--- src/rtl/music_pkg.sv ---
`default_nettype none
// +----------------------------------------------------------------------+
// | music_pkg                                                            |
// | Shared state encoding and note-record constants for the ROM player.  |
// | Revision: 1.0                                                        |
// +----------------------------------------------------------------------+
package music_pkg;

  typedef enum logic [2:0] {
    ST_IDLE   = 3'd0,
    ST_REQ_P  = 3'd1,
    ST_WAIT_P = 3'd2,
    ST_REQ_D  = 3'd3,
    ST_WAIT_D = 3'd4,
    ST_PLAY   = 3'd5,
    ST_DONE   = 3'd6
  } state_e;

  localparam logic [11:0] END_MARK    = 12'hFFF;
  localparam logic [11:0] REST_PERIOD = 12'h000;
  localparam logic [11:0] SKIP_DUR    = 12'h000;

  // A record is two consecutive words: half-period, then duration.
  localparam int unsigned PERIOD_OFS = 0;
  localparam int unsigned DUR_OFS    = 1;
  localparam int unsigned REC_WORDS  = 2;

endpackage
`default_nettype wire

--- src/rtl/music_rom_player_if.sv ---
`default_nettype none
// +----------------------------------------------------------------------+
// | music_rom_player_if                                                  |
// | Control, ROM read port and pad outputs of the note sequencer.        |
// | Revision: 1.0                                                        |
// +----------------------------------------------------------------------+
interface music_rom_player_if #(
  parameter int ADDR_WIDTH = 8,
  parameter int DATA_WIDTH = 12
);

  logic                  start_i;
  logic                  stop_i;
  logic                  loop_i;
  logic [ADDR_WIDTH-1:0] rom_addr_o;
  logic [DATA_WIDTH-1:0] rom_data_i;
  logic                  buzzer_o;
  logic                  busy_o;
  logic                  done_o;

  modport slave (
    input  start_i,
    input  stop_i,
    input  loop_i,
    input  rom_data_i,
    output rom_addr_o,
    output buzzer_o,
    output busy_o,
    output done_o
  );

  modport master (
    output start_i,
    output stop_i,
    output loop_i,
    output rom_data_i,
    input  rom_addr_o,
    input  buzzer_o,
    input  busy_o,
    input  done_o
  );

endinterface
`default_nettype wire

--- src/rtl/music_tone_gen.sv ---
`default_nettype none
// +----------------------------------------------------------------------+
// | music_tone_gen                                                       |
// | Tick prescaler, half-period square wave and note length countdown.   |
// | Revision: 1.0                                                        |
// +----------------------------------------------------------------------+
module music_tone_gen
  import music_pkg::*;
#(
  parameter int TICK_DIV = 50,
  parameter int BEAT_DIV = 10000
) (
  input  wire logic        clk,
  input  wire logic        rst,
  input  wire logic        en,
  input  wire logic        clr,
  input  wire logic [11:0] period,
  input  wire logic [11:0] dur,
  output logic             wave,
  output logic             note_end
);

  localparam int PRESC_W = (TICK_DIV > 1) ? $clog2(TICK_DIV) : 1;
  localparam int BEAT_W  = (BEAT_DIV > 1) ? $clog2(BEAT_DIV) : 1;
  localparam logic [PRESC_W-1:0] PRESC_LAST = PRESC_W'(TICK_DIV - 1);
  localparam logic [BEAT_W-1:0]  BEAT_LAST  = BEAT_W'(BEAT_DIV - 1);

  logic [PRESC_W-1:0] presc_q, presc_d;
  logic [11:0]        half_q, half_d;
  logic [BEAT_W-1:0]  beat_q, beat_d;
  logic [11:0]        dcnt_q, dcnt_d;
  logic               wave_q, wave_d;
  logic               tick;
  logic               beat_wrap;
  logic               half_wrap;

  assign tick      = en && (presc_q == PRESC_LAST);
  assign beat_wrap = (beat_q == BEAT_LAST);
  assign half_wrap = (half_q == (period - 12'd1));
  // Kept apart from the next-state logic: clr is derived from note_end upstream.
  assign note_end  = tick && beat_wrap && (dcnt_q == (dur - 12'd1));
  assign wave      = wave_q;

  always_comb begin
    presc_d = presc_q;
    half_d  = half_q;
    beat_d  = beat_q;
    dcnt_d  = dcnt_q;
    wave_d  = wave_q;
    if (clr) begin
      presc_d = '0;
      half_d  = '0;
      beat_d  = '0;
      dcnt_d  = '0;
      wave_d  = 1'b0;
    end else if (en) begin
      presc_d = tick ? '0 : presc_q + 1'b1;
      if (tick) begin
        if (period != REST_PERIOD) begin
          if (half_wrap) begin
            half_d = '0;
            wave_d = ~wave_q;
          end else begin
            half_d = half_q + 12'd1;
          end
        end
        if (beat_wrap) begin
          beat_d = '0;
          dcnt_d = dcnt_q + 12'd1;
        end else begin
          beat_d = beat_q + 1'b1;
        end
      end
    end
  end

  always_ff @(posedge clk) begin
    if (rst) begin
      presc_q <= '0;
      half_q  <= '0;
      beat_q  <= '0;
      dcnt_q  <= '0;
      wave_q  <= 1'b0;
    end else begin
      presc_q <= presc_d;
      half_q  <= half_d;
      beat_q  <= beat_d;
      dcnt_q  <= dcnt_d;
      wave_q  <= wave_d;
    end
  end

endmodule
`default_nettype wire

--- src/rtl/music_rom_player.sv ---
`default_nettype none
// +----------------------------------------------------------------------+
// | music_rom_player                                                     |
// | Fetches two-word note records from a 1-cycle ROM and plays them.     |
// | Revision: 1.0                                                        |
// +----------------------------------------------------------------------+
module music_rom_player
  import music_pkg::*;
#(
  parameter int ADDR_WIDTH = 8,
  parameter int DATA_WIDTH = 12,
  parameter int TICK_DIV   = 50,
  parameter int BEAT_DIV   = 10000
) (
  input wire logic            clk,
  input wire logic            rst,
  music_rom_player_if.slave   bus
);

  state_e                state_q, state_d;
  logic [ADDR_WIDTH-1:0] addr_q, addr_d;
  logic [DATA_WIDTH-1:0] period_q, period_d;
  logic [DATA_WIDTH-1:0] dur_q, dur_d;
  logic                  tone_en;
  logic                  tone_clr;
  logic                  note_end;
  logic                  wave;

  always_comb begin
    state_d  = state_q;
    addr_d   = addr_q;
    period_d = period_q;
    dur_d    = dur_q;
    case (state_q)
      ST_IDLE: begin
        if (bus.start_i) begin
          addr_d  = ADDR_WIDTH'(PERIOD_OFS);
          state_d = ST_REQ_P;
        end
      end
      ST_REQ_P: state_d = ST_WAIT_P;
      ST_WAIT_P: begin
        period_d = bus.rom_data_i;
        if (bus.rom_data_i == END_MARK) begin
          if (bus.loop_i) begin
            addr_d  = ADDR_WIDTH'(PERIOD_OFS);
            state_d = ST_REQ_P;
          end else begin
            state_d = ST_DONE;
          end
        end else begin
          addr_d  = addr_q + ADDR_WIDTH'(DUR_OFS - PERIOD_OFS);
          state_d = ST_REQ_D;
        end
      end
      ST_REQ_D: state_d = ST_WAIT_D;
      ST_WAIT_D: begin
        dur_d   = bus.rom_data_i;
        addr_d  = addr_q + ADDR_WIDTH'(REC_WORDS - DUR_OFS);
        state_d = (bus.rom_data_i == SKIP_DUR) ? ST_REQ_P : ST_PLAY;
      end
      ST_PLAY: begin
        if (note_end) begin
          state_d = ST_REQ_P;
        end
      end
      ST_DONE: state_d = ST_IDLE;
      default: state_d = ST_IDLE;
    endcase
    // Abort beats every other request, including a simultaneous start.
    if (bus.stop_i) begin
      state_d = ST_IDLE;
      addr_d  = '0;
    end
  end

  always_ff @(posedge clk) begin
    if (rst) begin
      state_q  <= ST_IDLE;
      addr_q   <= '0;
      period_q <= '0;
      dur_q    <= '0;
    end else begin
      state_q  <= state_d;
      addr_q   <= addr_d;
      period_q <= period_d;
      dur_q    <= dur_d;
    end
  end

  // Clearing on the way out of PLAY silences the pad on the same edge.
  assign tone_en  = (state_q == ST_PLAY);
  assign tone_clr = (state_d != ST_PLAY);

  music_tone_gen #(
    .TICK_DIV (TICK_DIV),
    .BEAT_DIV (BEAT_DIV)
  ) u_tone_gen (
    .clk      (clk),
    .rst      (rst),
    .en       (tone_en),
    .clr      (tone_clr),
    .period   (period_q),
    .dur      (dur_q),
    .wave     (wave),
    .note_end (note_end)
  );

  assign bus.rom_addr_o = addr_q;
  assign bus.buzzer_o   = wave;
  assign bus.busy_o     = (state_q != ST_IDLE);
  assign bus.done_o     = (state_q == ST_DONE);

endmodule
`default_nettype wire
--- src/flat_wrapper.sv ---
// flat-port wrapper written by rule: the top's interface ports become plain ports
module music_rom_player_flat import music_pkg::*;
#(
  parameter int ADDR_WIDTH = 8,
  parameter int DATA_WIDTH = 12,
  parameter int TICK_DIV   = 50,
  parameter int BEAT_DIV   = 10000
)
  (clk, rst, bus_start_i, bus_stop_i, bus_loop_i, bus_rom_data_i, bus_rom_addr_o, bus_buzzer_o, bus_busy_o, bus_done_o);
  music_rom_player_if #(.ADDR_WIDTH(ADDR_WIDTH), .DATA_WIDTH(DATA_WIDTH)) bus_i ();
  input wire logic clk;
  input wire logic rst;
  input wire logic [$bits(bus_i.start_i)-1:0] bus_start_i;
  input wire logic [$bits(bus_i.stop_i)-1:0] bus_stop_i;
  input wire logic [$bits(bus_i.loop_i)-1:0] bus_loop_i;
  input wire logic [$bits(bus_i.rom_data_i)-1:0] bus_rom_data_i;
  output wire logic [$bits(bus_i.rom_addr_o)-1:0] bus_rom_addr_o;
  output wire logic [$bits(bus_i.buzzer_o)-1:0] bus_buzzer_o;
  output wire logic [$bits(bus_i.busy_o)-1:0] bus_busy_o;
  output wire logic [$bits(bus_i.done_o)-1:0] bus_done_o;
  assign bus_i.start_i = bus_start_i;
  assign bus_i.stop_i = bus_stop_i;
  assign bus_i.loop_i = bus_loop_i;
  assign bus_i.rom_data_i = bus_rom_data_i;
  assign bus_rom_addr_o = bus_i.rom_addr_o;
  assign bus_buzzer_o = bus_i.buzzer_o;
  assign bus_busy_o = bus_i.busy_o;
  assign bus_done_o = bus_i.done_o;
  music_rom_player #(.ADDR_WIDTH(ADDR_WIDTH), .DATA_WIDTH(DATA_WIDTH), .TICK_DIV(TICK_DIV), .BEAT_DIV(BEAT_DIV)) u_core (.clk(clk), .rst(rst), .bus(bus_i));
endmodule
--- config.mk ---
export PLATFORM = sky130hd
export DESIGN_NAME = music_rom_player_flat
export DESIGN_NICKNAME = d
export VERILOG_FILES = /design/src/rtl/music_pkg.sv /design/src/rtl/music_rom_player_if.sv /design/src/rtl/music_tone_gen.sv /design/src/rtl/music_rom_player.sv /design/src/flat_wrapper.sv
export SDC_FILE = /design/constraint.sdc
export NUM_CORES = 1
export LEC_CHECK = 0
export BUFFER_PORTS_ARGS = -buffer_cell sky130_fd_sc_hd__buf_4
export CORE_MARGIN = 5
export CORE_UTILIZATION = 40
export CTS_CLUSTER_DIAMETER = 200
export DETAILED_ROUTE_END_ITERATION = 12
export PLACE_DENSITY_LB_ADDON = 0.1
export SYNTH_ARGS = -nofsm -noshare
export SYNTH_HDL_FRONTEND = slang
export SYNTH_HIERARCHICAL = 1
export SYNTH_SLANG_ARGS = --single-unit
export TNS_END_PERCENT = 20
--- constraint.sdc ---
create_clock -name clk -period 6 [get_ports clk]
set_input_delay 0.3 -clock clk [delete_from_list [all_inputs] [get_ports clk]]
set_output_delay 0.3 -clock clk [all_outputs]
set_load 0.02 [all_outputs]
==> reports/metrics.yaml <==
logic_synthesis:
  synth_top_cell_by_area: "dfxtp_1"
  synth_nets: 569
  async_flop_share_pct: 0
  synth-seq-cells: 80
  synth_cells: 544
  synth_ff_type: "dfxtp_1"
  synth_top_cells_by_area: "dfxtp_1 37%, nand2_1 6.8%, xor2_1 6.1%"
  yosysMostFrequentCell: "dfxtp_1"
  yosys.area.top_type_share_pct: 37.1
  synth_common_cells: "80 x dfxtp_1, 78 x nand2_1, 61 x nor2_1"
  synth_edf_count: 0
  yosys_warnings: 6
  synth_area_per_cell_sq_um: 7.93
  ys_types: 58
  yosysSeqAreaShare_pct: 37.1
  syn-cell-area_sq_mm: 0.00432
place:
  globalplace.congestion: 0.800
  place_ws_ns: 1.95
  dp.cells: 690
  place_hpwl_mm: 7.46
  port_buffers: 27
grt:
  antenna_found_initial: 0
  grt_overflow: 0
  grt_pass1_vias: 3550
  grt_use_total_pct: 16.2
  grt_pass1_wl_mm: 17.0
  grt_max_degree: 27
clocking:
  cts_tree: "yes"
  clk_latency_ns: 0.35
  clockRootBuffer: "clkbuf_8"
  clock_path_buffers: 2
  clk_pin_slew_ns: 0.08
  htree_num_levels: 3
  post-cts-setup-buffer-count: 0
  cts_buffers: 9
  cts.sinks: 80
  cts_resized: 0
  postCtsHoldBufs: 0
die:
  rows: 38
  die_w_um: 114
  die_h_um: 114
  core_sq_mm: 0.0107
  die_area_sq_mm: 0.0130
  io_pins: 28
  start_util_pct: 40.3
sta:
  rsz0062_at_grt: "no"
  finalWorstSetupSlack_ns: 1.98
  fin_skew_ns: 0.00925
  setup_viol: 0
  fmax_mhz: 249
  period_needed_ns: 4.02
  setup-tns-final_ns: 0
  finalCritPeriodShare_pct: 67.0
  slew_violations: 0
  finalHoldViolCount: 0
  worstMarginPinSlew_ns: 1.23
  slew_headroom_pct: 17.0
setup_path:
  crit_path_end_kind: "register"
  r2r-start: "u_core/state_q[0]$_SDFF_PP0_"
  ff2ff_setup_slack_ns: 1.98
  worst_r2r_path_depth: 12
  cp_max_fo: 13
  crit_type: "reg2reg"
  arrival_ns: 4.25
  crit_path_start_kind: "register"
  reg2reg_to: "u_core/u_tone_gen/half_q[10]$_SDFFE_PP0P_"
  required_ns: 6.23
worst_hold_path:
  hold_start: "bus_rom_data_i[8]"
  hold_class: "in2reg"
  min_path_cells: 3
  hold_end: "u_core/dur_q[8]$_SDFFE_PP0N_"
run_status:
  status: "completed"
power_and_ir_drop:
  p_int_mw: 0.796
  power.net_switching_mw: 0.226
  leakagePower_nw: 1.63
  p_sw_share_pct: 22.1
  ir_drop_mv: 0.0896
  p_per_area_mw_per_mm2: 211
  clockPowerShare_pct: 43.0
  combPwrFrac_pct: 4.6
  seq_power_share_pct: 52.4
route:
  ant_nets: 0
  vias: 3762
  drtIter0Drc: 253
  vias_per_cell: 5.33
  drc: 0
  drt_wl_total_mm: 10.0
  dr.pass1.iters: 5
  wire_per_inst_um: 14.2
layout:
  final_cells: 706
  diodes: 0
  nets: 586
  final_layout_size_suffix_gt1_share_pct: 10.2
  area_delta_synth_final_pct: 12.1
flow_run:
  drv_cap: 0
stage by stage:
stage | power (mW) | util (%) | area (sq um) | hold WS [ns]
5_1_grt | 1.07 | 45.2 | 4840 | 0.199
3_3_place_gp | 0.595 | 43.2 | 4620 | 0.464
2_1_floorplan | 0.575 | - | 4320 | 0.436
4_1_cts | 1.04 | 45.2 | 4840 | 0.194
3_5_place_dp | 0.595 | 43.2 | 4620 | 0.465
6_report | 1.02 | 45.2 | 4840 | 0.221
state kept, by name (all words and copies together), names as in the netlist:
| register | count |
|---|---|
| u_core/bus.rom_addr_o | 8 |
| u_core/dur_q | 12 |
| u_core/period_q | 12 |
| u_core/state_q | 3 |
| u_core/u_tone_gen/beat_q | 14 |
| u_core/u_tone_gen/dcnt_q | 12 |
| u_core/u_tone_gen/half_q | 12 |
| u_core/u_tone_gen/presc_q | 6 |
| u_core/u_tone_gen/wave | 1 |
cell usage in the layout, fill, tap and decap left out, drive strengths merged, types with 3 or more instances in the layout:
cell / netlist / layout
nor2b: 4 / 4
xnor2: 29 / 29
nor3b: 3 / 3
or2: 6 / 6
o22ai: 7 / 7
nand3: 15 / 15
and2: 5 / 5
nor4: 11 / 11
a21oi: 48 / 48
nor2: 62 / 62
ha: 8 / 8
clkbuf: 21 / 10
clkinv: 0 / 3
xor2: 30 / 30
inv: 12 / 12
and3: 10 / 10
o31ai: 3 / 3
o21ai: 20 / 20
nand2: 78 / 78
dfxtp: 80 / 80
mux2i: 5 / 5
or3: 13 / 13
buf: 2 / 29
a211oi: 3 / 3
nor3: 11 / 11
nand4: 17 / 17
nand2b: 7 / 7
routing by layer:
layer  share of wire [%]  up-vias  GRT usage (%)
met2                  44       62           24.8
li1                    -     1940              -
met1                  52     1753           22.6
met4                0.79        0           5.15
met5                   0        -              0
met3                 3.6        7           3.55
worst max-delay path: stages (launching register included):
cell	delay [ns]
dfxtp_1	0.55
inv_1	0.18
nor2_1	0.45
and4_1	0.37
and4_1	0.37
nand4_1	0.14
nor4_1	0.27
o21ai_0	0.17
a21oi_1	0.16
a2111o_1	0.14
or2_0	0.63
o21bai_2	0.37
nor2_1	0.10
layout make-up:
cell class                      count  area (sq um)
Inverter                           12          45.0
Timing Repair Buffer               29           218
Multi-Input combinational cell    429          2580
Clock buffer                       10           138
Fill cell                        1095          5860
Sequential cell                    80          1600
Clock inverter                      6          82.6
Tap cell                          140           175
how the worst max path moves through the flow:
stage,from,to,slack [ns],depth (start not counted)
final,u_core/state_q[0]$_SDFF_PP0_,u_core/u_tone_gen/half_q[10]$_SDFFE_PP0P_,1.98,12
after global placement,u_core/state_q[0]$_SDFF_PP0_,u_core/u_tone_gen/beat_q[13]$_SDFFE_PP0P_,2.04,12
after detailed placement,u_core/state_q[0]$_SDFF_PP0_,u_core/u_tone_gen/half_q[9]$_SDFFE_PP0P_,1.95,12
after CTS,u_core/state_q[0]$_SDFF_PP0_,u_core/u_tone_gen/half_q[9]$_SDFFE_PP0P_,1.91,12
after global routing,u_core/state_q[0]$_SDFF_PP0_,u_core/u_tone_gen/half_q[9]$_SDFFE_PP0P_,1.56,12
after floorplan,u_core/state_q[0]$_SDFF_PP0_,u_core/u_tone_gen/beat_q[0]$_SDFFE_PP0P_,2.80,16
power groups by stage:
stage               Sequential [mW]  Clock (mW)  Combinational (mW)
floorplan                     0.547           0              0.0282
global placement              0.548           0              0.0464
detailed placement            0.548           0              0.0467
CTS                           0.536       0.456              0.0469
global route                  0.537       0.481              0.0517
finish                        0.536       0.439              0.0466
logic make-up after synthesis:
family                     share of synthesized area (%)
and+or+nand+nor                                     29.8
AOI/OAI and AO/OA                                   14.0
DFF                                                 37.1
xor gates and xnor gates                            12.5
buffers and inverters                               3.10
adders and majority gates                           2.32
muxes                                               1.16
No activity file was read; power rests on OpenSTA's default activity.
